==> config.mk <==
export PLATFORM = sky130hd
export DESIGN_NAME = baud_tick_gen
export DESIGN_NICKNAME = d
export VERILOG_FILES = /design/src/rtl/baud_tick_gen.sv
export SDC_FILE = /design/constraint.sdc
export NUM_CORES = 1
export LEC_CHECK = 0
export ABC_AREA = 1
export ABC_CLOCK_PERIOD_IN_PS = 2900
export CAP_MARGIN = 10
export CORE_ASPECT_RATIO = 1.4
export CORE_UTILIZATION = 55
export CTS_BUF_LIST = sky130_fd_sc_hd__clkbuf_16
export DETAILED_ROUTE_END_ITERATION = 6
export PLACE_DENSITY = 0.92
export SKIP_LAST_GASP = 1
export SLEW_MARGIN = 0
export SYNTH_ARGS = -nofsm -noshare
export SYNTH_HDL_FRONTEND = slang
export SYNTH_SLANG_ARGS = --single-unit
==> constraint.sdc <==
create_clock -name clk -period 2.9 [get_ports clk]
set_clock_uncertainty 0.05 [all_clocks]
set_input_delay 0.58 -clock clk [delete_from_list [all_inputs] [get_ports clk]]
set_output_delay 0.58 -clock clk [all_outputs]
set_load 0.01 [all_outputs]
==> src/rtl/baud_tick_gen.sv <==
// Runtime-programmable terminal-count timer: periodic or one-shot tick every div+1 cycles.
// Divisor writes made while running are held pending and applied at the next terminal count.
module baud_tick_gen #(
    parameter int unsigned CNT_WIDTH = 16,
    parameter int unsigned DIV_RESET = 0
) (
    input  logic                 clk,
    input  logic                 rst_n,
    input  logic [CNT_WIDTH-1:0] i_div,
    input  logic                 i_div_wr,
    input  logic                 i_start,
    input  logic [CNT_WIDTH-1:0] i_load_val,
    input  logic                 i_oneshot,
    input  logic                 i_stop,
    output logic                 o_tick,
    output logic                 o_busy,
    output logic [CNT_WIDTH-1:0] o_cnt
);

    typedef enum logic [0:0] {StIdle, StRun} state_e;

    state_e               state_q, state_d;
    logic [CNT_WIDTH-1:0] cnt_q, cnt_d;
    logic [CNT_WIDTH-1:0] div_act_q, div_act_d;
    logic [CNT_WIDTH-1:0] pend_q, pend_d;
    logic                 pend_vld_q, pend_vld_d;
    logic                 oneshot_q, oneshot_d;
    logic [CNT_WIDTH-1:0] div_eff;
    logic                 tick;

    assign tick   = (state_q == StRun) && (cnt_q == div_act_q);
    assign o_tick = tick;
    assign o_busy = (state_q == StRun);
    assign o_cnt  = cnt_q;

    // Divisor used for the start-phase clamp: a same-cycle write takes priority.
    assign div_eff = i_div_wr ? i_div : div_act_q;

    always_comb begin
        state_d    = state_q;
        cnt_d      = cnt_q;
        div_act_d  = div_act_q;
        pend_d     = pend_q;
        pend_vld_d = pend_vld_q;
        oneshot_d  = oneshot_q;

        if (i_start) begin
            state_d    = StRun;
            oneshot_d  = i_oneshot;
            cnt_d      = (i_load_val > div_eff) ? div_eff : i_load_val;
            pend_vld_d = 1'b0;
            if (i_div_wr) begin
                div_act_d = i_div;
            end
        end else if (i_stop) begin
            state_d    = StIdle;
            cnt_d      = '0;
            pend_vld_d = 1'b0;
            if (i_div_wr && (state_q == StIdle)) begin
                div_act_d = i_div;
            end
        end else begin
            unique case (state_q)
                StIdle: begin
                    cnt_d = '0;
                    if (i_div_wr) begin
                        div_act_d = i_div;
                    end
                end
                StRun: begin
                    if (tick) begin
                        cnt_d = '0;
                        if (pend_vld_q) begin
                            div_act_d  = pend_q;
                            pend_vld_d = 1'b0;
                        end
                        if (oneshot_q) begin
                            state_d = StIdle;
                        end
                    end else begin
                        cnt_d = cnt_q + CNT_WIDTH'(1);
                    end
                    // A write in the tick cycle lands in pending and waits for the next tick.
                    if (i_div_wr) begin
                        pend_d     = i_div;
                        pend_vld_d = 1'b1;
                    end
                end
                default: state_d = StIdle;
            endcase
        end
    end

    always_ff @(posedge clk or negedge rst_n) begin
        if (!rst_n) begin
            state_q    <= StIdle;
            cnt_q      <= '0;
            div_act_q  <= CNT_WIDTH'(DIV_RESET);
            pend_q     <= '0;
            pend_vld_q <= 1'b0;
            oneshot_q  <= 1'b0;
        end else begin
            state_q    <= state_d;
            cnt_q      <= cnt_d;
            div_act_q  <= div_act_d;
            pend_q     <= pend_d;
            pend_vld_q <= pend_vld_d;
            oneshot_q  <= oneshot_d;
        end
    end

endmodule
Word-level counts from Yosys, hierarchy flattened

Cells that the tools add are included.

Logic and storage cells: 44
Input bits: 38
Bits in registers: 51

Reductions and logical operators: 7
$lt $le $gt $ge: 1
Add/subtract/negate cells: 1
Multiplexer cells: 22
Eq/ne operators: 4
Bitwise operators: 3

Operator list:

| operator                                              | count |
|---|---|
| 2-to-1 mux 16 bit                                     | 10 |
| case mux 16 bit (2 select lines)                      | 2 |
| adder 16 x 1 -> 16 bit, second input constant         | 1 |
| equality test 16 bit                                  | 1 |
| > comparator 16 bit                                   | 1 |
| 2-to-1 mux 1 bit                                      | 10 |
| inequality test 4 x 3 -> 1 bit, second input constant | 1 |
| inequality test 4 bit, second input constant          | 1 |
| AND reduction 4 bit                                   | 1 |
| nonzero test 4 bit                                    | 1 |
| inequality test 3 x 2 -> 1 bit, second input constant | 1 |
| NOT 1 bit                                             | 3 |
| AND reduction 3 bit                                   | 1 |
| nonzero test 3 bit                                    | 1 |
| logical AND 1 bit                                     | 2 |
| AND reduction 2 bit                                   | 1 |

Depth between registers and ports, before layout

Word-level depth: 7
Mapped depth: 20
Gate-level depth less buffers: 18

Least setup slack after synthesis

No wires, ideal clock.

Path type: input to register
From: input port i_div_wr
To: register cnt_q[10], in the netlist o_cnt[10]
Arrival time: 2,276 ps
Buffers on the path: 3
Path slack: 456 ps
Stages on the path: 13
Data required time: 2,732 ps
Cell sequence: buf_2 -> buf_2 -> o21ai_1 -> ha_1 -> a21oi_1 -> o21ai_0 -> a21oi_1 -> nand2_2 -> nand2_2 -> buf_4 -> nand2_1 -> nand3_1 -> nand2_1

Longest elaborated chain between the ends: 4

Ends and longest elaborated chain:

| item                  | line | source |
|---|---|---|
| from (decl)           | 10   | `input logic i_div_wr,` |
| 2-to-1 mux 16 bit (*) | -    |  |
| > comparator 16 bit   | 50   | `cnt_d = (i_load_val > div_eff) ? div_eff : i_load_val;` |
| 2-to-1 mux 16 bit (*) | 50   |  |
| 2-to-1 mux 16 bit (*) | 47   | `if (i_start) begin` |
| net cnt_d[10]         | 23   | `logic [CNT_WIDTH-1:0] cnt_q, cnt_d;` |
| to (signal assigned)  | 104  | `cnt_q <= cnt_d;` |
| to (decl)             | 23   |  |

The timed path passes the listed nets; every way through them passes the cells marked *.
A chain may end at the register's enable or synchronous reset.

Final worst setup path

From: register cnt_q[8], in the netlist o_cnt[8]
To: output port o_tick

Longest elaborated chain between the ends: 2

Ends and longest elaborated chain:

| item                 | line | source |
|---|---|---|
| equality test 16 bit | 31   | `assign tick = (state_q == StRun) && (cnt_q == div_act_q);` |
| logical AND 1 bit    | 31   |  |
| to (decl)            | 15   | `output logic o_tick,` |

No other way between the ends.

==> qor.yml <==
grt_pass1_vias: 3555
placedCellCount: 655
grt.total_usage_pct: 28.3
hold_ws_ns: 0.147
boundaryPins: 56
violations: "DRC"
floorplan.rows: 35
synth_async_sr_flop_share_pct: 100
status: "finished with violations"
fin_cells: 662
timing_worst_setup_path_type: "reg2out"
htreeDepth: 2
top_flip_flop_cell_by_instance_count_after_synthesis: "dfrtp_1"
crit_path_cell_trace: "xnor2_1 > nand4_1 > nor2_2 > nand2_4 > nor2_1 > clkdlybuf4s50_1"
mappedNetlistNets: 560
seq_area_frac_synth_pct: 33.8
crit_path_max_incr_delay_ns: 0.55
floorplan.die.height_um: 100
yosysWarnings: 0
p_leak_nw: 2.24
drt.antenna.violating_nets: 0
floorplan.initialDensity_pct: 57.2
synth_seq_cells: 51
synth.cell_area_um2: 3780
slew_headroom_pct: 63.7
num_vias: 3849
io_buffer_count: 55
hold_path_class: "in2async"
clk_pin_slew_worst_setup_hold_paths_ns: 0.07
clk_latency_ns: 0.29
grt_overflow_total: 0
fraction_of_final_layout_cells_sized_beyond_drive_strength_1_pct: 11.1
worst-path-max-fanout: 5
totalPowerFinal_mw: 2.43
critPathCaptureType: "primary output"
setup-tns-final_ns: 0
synthDistinctLibCells: 36
worst_ir_drop_vdd_mv: 0.320
cts_tree: "built"
grt_pass1_wl_um: 16200
antennaDiodeCount: 0
die_area_um2: 7210
syn_to_layout_area_delta_pct: 23.6
cts_root_buf: "clkbuf_16"
period_share_pct: 91.7
postRouteWirelength_um: 10200
antenna_found_initial: 0
route.detailed.wl_per_inst_um: 15.3
globalplace.congestion: 0.922
clkSinkCount: 51
timing_worst_slew_pin_value_ns: 0.542
firstDrtPassIters: 7
cts_max_path_buffers: 2
synthCells: 505
finalSetupViolCount: 0
design.core.area_um2: 6610
post-route-drc-count: 1
largest_net_degree_at_the_start_of_global_routing: 37
worst_path_max_delay_cell: "clkdlybuf4s50_1"
die_width_um: 72.1
syn_avg_cell_area_um2: 7.48
drv_cap: 0
maxClockFrequency_mhz: 376
cp_data_required_time_ns: 2.27
hold_violations: 0
synth_edf_count: 0
hpwlAfterDp_um: 7500
power.density_nw_per_um2: 520
timing_max_transition_violations_final: 0
initialDrtViolationCount: 316
via_per_inst: 5.81
critPathLaunchType: "flop"
worst-endpoint-arrival_ns: 2.03
fin_crit_ns: 2.66
rsz0062_at_grt: "no"
design.final.nets: 625
numCtsBuffers: 5
-- kinds of logic after synthesis --
| group | synth area share (%) |
|---|---|
| AO/OA/AOI/OAI | 13.8 |
| buffers and inverters | 9.30 |
| adder cells (fa/ha/maj) | 5.63 |
| flip-flops | 33.8 |
| XOR/XNOR | 5.99 |
| AND/OR/NAND/NOR | 31.5 |
-- placed cells by master, fill, tap and decap left out, types with 3 or more instances in the layout --
cell / instances
nand2_1: 148
nand3_1: 62
clkdlybuf4s50_1: 53
dfrtp_1: 51
inv_1: 46
buf_4: 28
o21ai_1: 23
xnor2_1: 18
ha_1: 17
o211ai_1: 16
o221ai_1: 16
nor2_1: 13
nand4_1: 12
o21ai_0: 9
a21oi_1: 6
nand3b_1: 6
xor2_1: 6
nor2_2: 5
clkbuf_16: 5
o21ai_2: 4
nand2_2: 3
-- sequential cells by signal, summed over array words and instances (netlist names) --
name        cells
div_act_q      16
o_busy          1
o_cnt          16
oneshot_q       1
pend_q         16
pend_vld_q      1
-- critical path: cells and delay by family (launching register included) --
family | cells | cell delay, ns
AND/OR/NAND/NOR | 4 | 0.54
flip-flops | 1 | 0.44
XOR/XNOR | 1 | 0.20
buffers and inverters | 1 | 0.55
-- metrics by stage --
stage | utilization [%] | cell area (um^2) | worst slack (ns)
global route | 70.6 | 4670 | 0.104
global placement | 68.2 | 4510 | -0.00811
floorplan | - | 3780 | 0.456
finish | 70.6 | 4670 | 0.240
CTS | 70.2 | 4640 | 0.0171
detailed placement | 68.2 | 4510 | -0.124
-- synth_stat cells (2+ instances only) --
cell,n,share of area (%)
nand2_4,2,0.60
nor2_1,14,1.4
xor2_1,6,1.4
o211ai_1,16,3.2
nand4_1,12,2.0
ha_1,17,5.6
buf_4,4,0.79
dfrtp_1,51,34
nand3b_1,6,1.2
nand3_1,62,8.2
o221ai_1,16,3.7
inv_4,2,0.33
o21ai_0,9,1.2
xnor2_1,18,4.2
buf_2,10,1.3
o21ai_2,4,0.93
nand2_2,4,0.66
nand2_1,148,15
o21ai_1,23,3.0
buf_6,5,1.5
a21oi_1,7,0.93
clkbuf_1,7,0.70
inv_1,46,4.6
nor2_2,4,0.66
-- path summary, 6_finish.rpt --
path                              start  cells past startpoint            to  slack, ns
min                               rst_n                      1      o_cnt[9]       0.15
max in group asynchronous         rst_n                      2  div_act_q[5]       1.87
min in group clk              oneshot_q                      2     oneshot_q       0.42
max reg2reg                div_act_q[0]                     16      o_cnt[5]       0.61
max                            o_cnt[8]                      6        o_tick       0.24
min reg2reg                   oneshot_q                      2     oneshot_q       0.42
-- cell type report --
class | instances | area [um^2]
Clock inverter | 2 | 8.76
Inverter | 49 | 189
Tap cell | 92 | 115
Fill cell | 482 | 1940
Timing Repair Buffer | 84 | 778
Multi-Input combinational cell | 379 | 2180
Sequential cell | 51 | 1280
Clock buffer | 5 | 125
-- what timing repair did --
action                                  4_1_cts  5_1_grt
hold buffers                                  0        0
buffers inserted                              0        0
resized for setup                             0        6
endpoints found under the setup margin        0       16
-- power breakdown --
group | switching [mW] | total [mW] | internal, mW
registers | 0.146 | 0.985 | 0.839
logic | 0.462 | 0.880 | 0.418
clock network | 0.253 | 0.564 | 0.311
-- per-layer routing --
metal / GRT usage, % / routed length, um / vias up
li1: - / - / 1823
met1: 36.6 / 4020 / 1795
met4: 11.2 / 302 / 0
met2: 48.4 / 5140 / 197
met5: 0 / 0 / -
met3: 2.81 / 683 / 34
Note: power is estimated with default switching activity, not from simulation.
